--- config.mk ---
export PLATFORM = sky130hd
export DESIGN_NAME = rtc_captura_datos_flat
export DESIGN_NICKNAME = d
export VERILOG_FILES = /design/src/rtl/rtc_captura_datos_if.sv /design/src/rtl/rtc_captura_datos.sv /design/src/flat_wrapper.sv
export SDC_FILE = /design/constraint.sdc
export NUM_CORES = 1
export LEC_CHECK = 0
export CAP_MARGIN = 20
export CORE_ASPECT_RATIO = 1.25
export CORE_MARGIN = 1.5
export CORE_UTILIZATION = 40
export DETAILED_ROUTE_END_ITERATION = 10
export SKIP_LAST_GASP = 1
export SLEW_MARGIN = 20
export SYNTH_ARGS = -nofsm -noshare
export SYNTH_HDL_FRONTEND = slang
export SYNTH_SLANG_ARGS = --single-unit
--- constraint.sdc ---
create_clock -name clk -period 5.01 [get_ports clk]
set_input_delay 1.2525 -clock clk [delete_from_list [all_inputs] [get_ports clk]]
set_output_delay 1.2525 -clock clk [all_outputs]
set_load 0.03 [all_outputs]
--- src/rtl/rtc_captura_datos_if.sv ---
// rtc_captura_datos_if: burst input and committed snapshot outputs of the RTC capture bank.
interface rtc_captura_datos_if #(
   parameter int N = 8
);
   logic start;
   logic dato_valid;
   logic [N-1:0] dato_in;
   logic [N-1:0] dato_hora, dato_min, dato_seg;
   logic [N-1:0] dato_dia, dato_mes, dato_year;
   logic actualizado;
   logic error;
   logic ocupado;
   modport master (
      output start, dato_valid, dato_in,
      input dato_hora, dato_min, dato_seg, dato_dia, dato_mes, dato_year,
      input actualizado, error, ocupado
   );
   modport slave (
      input start, dato_valid, dato_in,
      output dato_hora, dato_min, dato_seg, dato_dia, dato_mes, dato_year,
      output actualizado, error, ocupado
   );
endinterface

--- src/rtl/rtc_captura_datos.sv ---
// rtc_captura_datos: captures the six-byte RTC read burst into shadows, checks BCD and
// field ranges, and publishes a coherent snapshot only after a fully valid burst.
module rtc_captura_datos #(
   parameter int N = 8,
   parameter int TIMEOUT = 255
) (
   input logic clk,
   input logic reset,
   rtc_captura_datos_if.slave bus
);
   localparam logic [1:0] IDLE = 2'd0, CAPT = 2'd1, COMMIT = 2'd2;
   logic [1:0] state_q, state_d;
   logic [2:0] idx_q, idx_d;
   logic bad_q, bad_d;
   logic [15:0] cnt_q, cnt_d;
   logic act_d, act_q, err_d, err_q, acc;
   logic [N-1:0] sh_q [6];
   logic [N-1:0] out_q [6];
   // Valid BCD compares in the same order as the decimal value, so hex bounds suffice.
   function automatic logic byte_ok(input logic [2:0] i, input logic [7:0] d);
      logic [7:0] lo, hi;
      lo = (i == 3'd3 || i == 3'd4) ? 8'h01 : 8'h00;
      hi = i < 3'd2 ? 8'h59 : i == 3'd2 ? 8'h23 : i == 3'd3 ? 8'h31 : i == 3'd4 ? 8'h12 : 8'h99;
      return d[7:4] <= 4'd9 && d[3:0] <= 4'd9 && d >= lo && d <= hi;
   endfunction
   always_comb begin
      state_d = state_q;
      idx_d = idx_q;
      bad_d = bad_q;
      cnt_d = cnt_q;
      acc = 1'b0;
      act_d = 1'b0;
      err_d = 1'b0;
      if (state_q == IDLE) begin
         if (bus.start) begin
            state_d = CAPT;
            idx_d = '0;
            bad_d = 1'b0;
            cnt_d = '0;
         end
      end else if (state_q == CAPT) begin
         if (bus.start) begin
            idx_d = '0;
            bad_d = 1'b0;
            cnt_d = '0;
         end else if (bus.dato_valid) begin
            acc = 1'b1;
            idx_d = idx_q + 3'd1;
            cnt_d = '0;
            bad_d = bad_q | ~byte_ok(idx_q, bus.dato_in[7:0]);
            state_d = idx_q == 3'd5 ? COMMIT : CAPT;
         end else if (cnt_q == 16'(TIMEOUT - 1)) begin
            err_d = 1'b1;
            cnt_d = '0;
            state_d = IDLE;
         end else begin
            cnt_d = cnt_q + 16'd1;
         end
      end else begin
         state_d = IDLE;
         act_d = ~bad_q;
         err_d = bad_q;
      end
   end
   always_ff @(posedge clk or posedge reset) begin
      if (reset) begin
         state_q <= IDLE;
         idx_q <= '0;
         bad_q <= 1'b0;
         cnt_q <= '0;
         act_q <= 1'b0;
         err_q <= 1'b0;
         for (int i = 0; i < 6; i++) begin
            sh_q[i] <= '0;
            out_q[i] <= (i == 3 || i == 4) ? N'(1) : '0;
         end
      end else begin
         state_q <= state_d;
         idx_q <= idx_d;
         bad_q <= bad_d;
         cnt_q <= cnt_d;
         act_q <= act_d;
         err_q <= err_d;
         if (acc) sh_q[idx_q] <= bus.dato_in;
         if (act_d) out_q <= sh_q;
      end
   end
   assign bus.dato_seg = out_q[0];
   assign bus.dato_min = out_q[1];
   assign bus.dato_hora = out_q[2];
   assign bus.dato_dia = out_q[3];
   assign bus.dato_mes = out_q[4];
   assign bus.dato_year = out_q[5];
   assign bus.actualizado = act_q;
   assign bus.error = err_q;
   assign bus.ocupado = state_q != IDLE;
endmodule

--- src/flat_wrapper.sv ---
// flat-port wrapper written by rule: the top's interface ports become plain ports
module rtc_captura_datos_flat 
#(
   parameter int N = 8,
   parameter int TIMEOUT = 255
)
  (clk, reset, bus_start, bus_dato_valid, bus_dato_in, bus_dato_hora, bus_dato_min, bus_dato_seg, bus_dato_dia, bus_dato_mes, bus_dato_year, bus_actualizado, bus_error, bus_ocupado);
  rtc_captura_datos_if #(.N(N)) bus_i ();
  input logic clk;
  input logic reset;
  input wire logic [$bits(bus_i.start)-1:0] bus_start;
  input wire logic [$bits(bus_i.dato_valid)-1:0] bus_dato_valid;
  input wire logic [$bits(bus_i.dato_in)-1:0] bus_dato_in;
  output wire logic [$bits(bus_i.dato_hora)-1:0] bus_dato_hora;
  output wire logic [$bits(bus_i.dato_min)-1:0] bus_dato_min;
  output wire logic [$bits(bus_i.dato_seg)-1:0] bus_dato_seg;
  output wire logic [$bits(bus_i.dato_dia)-1:0] bus_dato_dia;
  output wire logic [$bits(bus_i.dato_mes)-1:0] bus_dato_mes;
  output wire logic [$bits(bus_i.dato_year)-1:0] bus_dato_year;
  output wire logic [$bits(bus_i.actualizado)-1:0] bus_actualizado;
  output wire logic [$bits(bus_i.error)-1:0] bus_error;
  output wire logic [$bits(bus_i.ocupado)-1:0] bus_ocupado;
  assign bus_i.start = bus_start;
  assign bus_i.dato_valid = bus_dato_valid;
  assign bus_i.dato_in = bus_dato_in;
  assign bus_dato_hora = bus_i.dato_hora;
  assign bus_dato_min = bus_i.dato_min;
  assign bus_dato_seg = bus_i.dato_seg;
  assign bus_dato_dia = bus_i.dato_dia;
  assign bus_dato_mes = bus_i.dato_mes;
  assign bus_dato_year = bus_i.dato_year;
  assign bus_actualizado = bus_i.actualizado;
  assign bus_error = bus_i.error;
  assign bus_ocupado = bus_i.ocupado;
  rtc_captura_datos #(.N(N), .TIMEOUT(TIMEOUT)) u_core (.clk(clk), .reset(reset), .bus(bus_i));
endmodule
Word level (Yosys, flattened, before mapping)
Cells that the tools add are included.
{"block": "op_classes", "n_addsub": 2, "multipliers": 0, "div": 0, "magnitude_cmp": 7, "n_eq_ne": 10, "shift": 0, "n_mux": 42, "bitwise_logic": 4, "n_reduce_logical": 11}
{"op": "$mux 16", "n": 6}
{"op": "$bwmux 48", "n": 1}
{"op": "$mux 8", "n": 5}
{"op": "$demux 8 s3", "n": 1}
{"op": "$mux 1", "n": 17}
{"op": "$add 16x1->16 const B", "n": 1}
{"op": "$eq 16x8->1 const B", "n": 1}
{"op": "$mux 3", "n": 5}
{"op": "$mux 2", "n": 7}
{"op": "$ge 8x8->1", "n": 1}
{"op": "$le 4x4->1 const B", "n": 2}
{"op": "$le 8x8->1", "n": 1}
{"op": "$eq 3x2->1 const B", "n": 2}
{"op": "$eq 3x3->1 const B", "n": 2}
{"op": "$reduce_and 3->1", "n": 2}
{"op": "$ge 4x4->1 const B", "n": 1}
{"op": "$logic_and 1x1->1", "n": 4}
{"op": "$lt 4x1->1 const B", "n": 1}
{"op": "$ne 4x4->1 const B", "n": 1}
{"op": "$not 3->4", "n": 1}
{"op": "$reduce_bool 2->1", "n": 2}
{"op": "$add 3x1->3 const B", "n": 1}
{"op": "$lt 3x2->1 const B", "n": 1}
{"op": "$ne 3x2->1 const B", "n": 1}
{"op": "8 further kinds", "n": 9}
{"block": "word_totals", "ff_bits": 120, "latchBits": 0, "ramBits": 0, "romBits": 0, "in_bits": 12, "output_inout_bits": 51, "wordCells": 94, "mem_count": 0}

Longest topological paths before layout
{"block": "logic_depth", "depth_word": 13, "ltp_mapped": 12, "mapped_depth_nobuf": 11}

Least setup slack after synthesis
OpenSTA, ideal clock, no wires.
{"block": "synth_timing", "kind": "input to register", "start": "input port bus_dato_valid", "end": "register u_core.sh_q[24] (netlist bit)", "setup_time_ps": 125, "arrival_time_ps": 2339, "t_required_ps": 4885, "path_slack_ps": 2546, "stages": 5, "n_path_buf": 0, "cell_sequence": "nand2_1 -> nor3_1 -> nand2_1 -> nor2_2 -> mux2_2"}
{"block": "synth_between", "elab_chain_cells": 4}
{"element": "start: declaration", "line": "flat_wrapper.sv:12", "rtl": "input wire logic [$bits(bus_i.dato_valid)-1:0] bus_dato_valid;"}
{"element": "$mux 1", "line": "rtc_captura_datos.sv:46", "rtl": "end else if (bus.dato_valid) begin"}
{"element": "$mux 1", "line": "rtc_captura_datos.sv:42", "rtl": "if (bus.start) begin"}
{"element": "$mux 1", "line": "rtc_captura_datos.sv:41", "rtl": "end else if (state_q == CAPT) begin"}
{"element": "$mux 1", "line": "rtc_captura_datos.sv:34", "rtl": "if (state_q == IDLE) begin"}
{"element": "end signal: indexed assignment", "line": "rtc_captura_datos.sv:84", "rtl": "if (acc) sh_q[idx_q] <= bus.dato_in;"}
{"element": "end: declaration", "line": "rtc_captura_datos.sv:17", "rtl": "logic [N-1:0] sh_q [6];"}
Every way passes these cells.
A chain may end at the register's enable or synchronous reset.

Worst setup path in the final report
{"block": "layout_timing", "start": "register u_core.state_q[1]", "end": "output port bus_ocupado"}
{"block": "layout_between", "elab_chain_cells": 1}
{"element": "start: declaration", "line": "rtc_captura_datos.sv:12", "rtl": "logic [1:0] state_q, state_d;"}
{"element": "start signal: assignment", "line": "rtc_captura_datos.sv:78", "rtl": "state_q <= state_d;"}
{"element": "$reduce_bool 2->1", "line": "rtc_captura_datos.sv:96", "rtl": "assign bus.ocupado = state_q != IDLE;"}
{"element": "end: declaration", "line": "flat_wrapper.sv:22", "rtl": "output wire logic [$bits(bus_i.ocupado)-1:0] bus_ocupado;"}
Every way passes these cells.

==> out/results.ini <==
[run_status]
status=finished, final reports clean

[floorplan]
die_area_um2=13700
die_w_um=105
die_height_um=130
initial_core_util_pct=40.9
ios=63
fp-row-count=46
core-area_um2=12700

[clock_network]
cts_root_buf=clkbuf_16
h-tree-depth=4
clock-sinks=120
cts_made_buffers=17
post_cts_buffers=0
postCtsResizedCells=0
cts.clk_slew.worst_paths_ps=60
clk_path_buf_depth=2
clk_latency_ps=400
cts_tree=yes
hold_buffers=0

[power]
switchingPower_mw=0.553
internal-power_mw=1.87
ir_worst_vdd_v=0.000201
p_leak_nw=3.06
p_comb_share_pct=6.7
power_density_nw_per_um2=369
switching_share_pct=22.8
pwr-share-seq_pct=45.0
p_clk_share_pct=48.3
power_mw=2.42

[setup_path]
path_cells=or2_2 > clkdlybuf4s50_1
start_kind=flip-flop
timing.rr.end=u_core.bad_q
r2r-start=u_core.idx_q[1]
reg2reg_slack_ps=2560
path_class=reg2out
worstRegToRegCells=11
cp-end-kind=primary output
cp_max_fo=11
cp.required_ps=3760
crit_arrival_ps=1840
slowest_delay_ps=600
critical-path-slowest-cell=clkdlybuf4s50_1

[detailed_routing]
final_antenna_net_count=0
first_pass_iters=4
drt-initial-drc-count=151
wl_um=11100
vias=3306
via_per_inst=5.14
drc=0
routedWlPerCell_um=17.2

[grt]
grt_pass1_vias=3595
grt_max_degree=72
antenna_found_initial=0
grtUsageTotal_pct=18.0
grt_pass1_wl_um=18800
grt_overflow_total=0

[synthesis]
async_reset_ff_share_pct=100
synth_fa_ha_area_share_pct=3.62
synth_enable_flop_cells=0
yosysWarnings=0
ys_seq_area_share_pct=58.0
synth_compound_area_share_pct=4.88
synthSimpleGateAreaFrac_pct=10.1
netlist_area_um2=5180
synth.area.top_cells=dfrtp_1 57%, mux2_2 21%, ha_1 3.6%, nand2_1 2.0%, nor2_1 1.7%
synth_top_family_by_area=multiplexers
yosysMostFrequentCell=dfrtp_1
synthMuxAreaShare_pct=20.9
yosys-top-cells-count=118 x dfrtp_1, 96 x mux2_2, 28 x nand2_1
synthXorXnorAreaFrac_pct=0.676
synth_ff_type=dfrtp_1
ys_ff_latch=120
synth_top_area_cell=dfrtp_1
netlist.area_leader.share_pct=57.0
syn_inst=391
postSynthAreaPerCell_um2=13.3
ys_types=44
synth_nets=418

[sta]
period_share_pct=61.6
hold_slack_ps=497
post-route-min-period_ps=3090
worst_slew_pin_slew_ps=943
hold_viol=0
finalClockSkew_ps=6.60
fmax_ghz=0.324
finalSetupViolations=0
relSlewSlack_pct=37.2
fin_setup_tns_ps=0
rsz0062_at_grt=no
drv_slew=0

[flow_run]
max_cap_violations=0

[place]
gp_congestion=0.802
dpl.hpwl_um=7260
numPortBuffers=62
placed_cells=611

[hold_path]
whs_endpoint=u_core.bus.dato_year[0]
hold_class=reg2reg
min_from=u_core.sh_q[0]
min_path_cells=1

[cells_and_area]
area_growth_pct=26.6
antenna_cells=0
nFillCells=1147
utilization_pct=51.8
fin_cells=643
nNetsFinal=489
drive_gt1_share_pct=30.3

==> layer usage <==
layer | track usage, % | share of wire [%] | up-vias
met5 | 0 | 0 | -
met4 | 6.93 | 1.6 | 0
met3 | 5.24 | 3.7 | 14
met2 | 30.3 | 49 | 63
met1 | 22.0 | 45 | 1687
li1 | - | - | 1542
==> metrics by stage <==
stage	worst slack, ps	cell area (um2)
CTS	1910	6560
detailed placement	1630	5990
global placement	1680	5990
global route	1860	6560
floorplan	575	5180
finish	1920	6560
==> worst max-delay path by stage <==
stage,start,end,slack [ps],cells past startpoint
after floorplan,reset,u_core.bad_q,570,1
after global placement,bus_dato_valid,u_core.sh_q[10],1680,6
after detailed placement,bus_dato_valid,u_core.sh_q[11],1630,6
after CTS,u_core.state_q[1],bus_ocupado,1910,2
after global routing,u_core.state_q[1],bus_ocupado,1860,2
final,u_core.state_q[1],bus_ocupado,1920,2
==> logic make-up (layout without fill, tap and decap cells) <==
logic type | Yosys count | in the layout
muxes | 96 | 96
xor gates and xnor gates | 4 | 4
and+or+nand+nor | 98 | 98
DFF | 120 | 120
AOI/OAI and AO/OA | 35 | 35
buffers and inverters | 23 | 107
adders and majority gates | 15 | 15
==> state kept, by name, summed over array words and instances (netlist names) <==
| signal | cells |
|---|---|
| u_core.cnt_q | 16 |
| u_core.bus.dato_mes | 8 |
| u_core.bus.actualizado | 1 |
| u_core.bus.dato_year | 8 |
| u_core.bus.dato_min | 8 |
| u_core.bus.dato_dia | 8 |
| u_core.idx_q | 3 |
| u_core.sh_q | 48 |
| u_core.bus.error | 1 |
| u_core.state_q | 2 |
| u_core.bus.dato_hora | 8 |
| u_core.bad_q | 1 |
| u_core.bus.dato_seg | 8 |
==> worst max-delay path: cells and delay by family, from the launching register on <==
kind / cells / cell delay (ps)
AND/OR/NAND/NOR: 1 / 350
buffers and inverters: 1 / 600
flip-flops: 1 / 480
==> power by group through the flow <==
stage / clock network, mW / logic [mW] / registers [mW]
5_1_grt: 1.24 / 0.182 / 1.10
6_report: 1.17 / 0.162 / 1.09
3_5_place_dp: 0 / 0.166 / 1.11
2_1_floorplan: 0 / 0.118 / 1.09
4_1_cts: 1.20 / 0.166 / 1.09
3_3_place_gp: 0 / 0.159 / 1.11
==> cells in the final DEF (no fill, tap or decap), types with 3 or more instances in the layout <==
cell,instances
a21o_1,3
a21oi_1,3
clkbuf_1,3
clkbuf_16,17
clkdlybuf4s50_1,62
clkinv_2,3
clkinvlp_4,3
dfrtp_1,118
ha_1,15
inv_1,9
mux2_2,96
nand2_1,28
nand3_1,15
nand3_2,4
nand4_1,5
nor2_1,23
nor2_2,3
nor3_1,4
nor3_4,3
o21ai_0,10
o311ai_0,7
xor2_1,3
==> layout make-up <==
type	count	area [um2]	area share, %
clock buffers	21	450	6.86
clock inverters	11	124	1.89
inverters	11	43.8	0.667
multi-input cells	248	2080	31.7
flip-flops and latches	120	3010	45.8
well taps	168	210	3.20
repair buffers	64	648	9.88
Note: power is estimated with default switching activity, not from simulation.
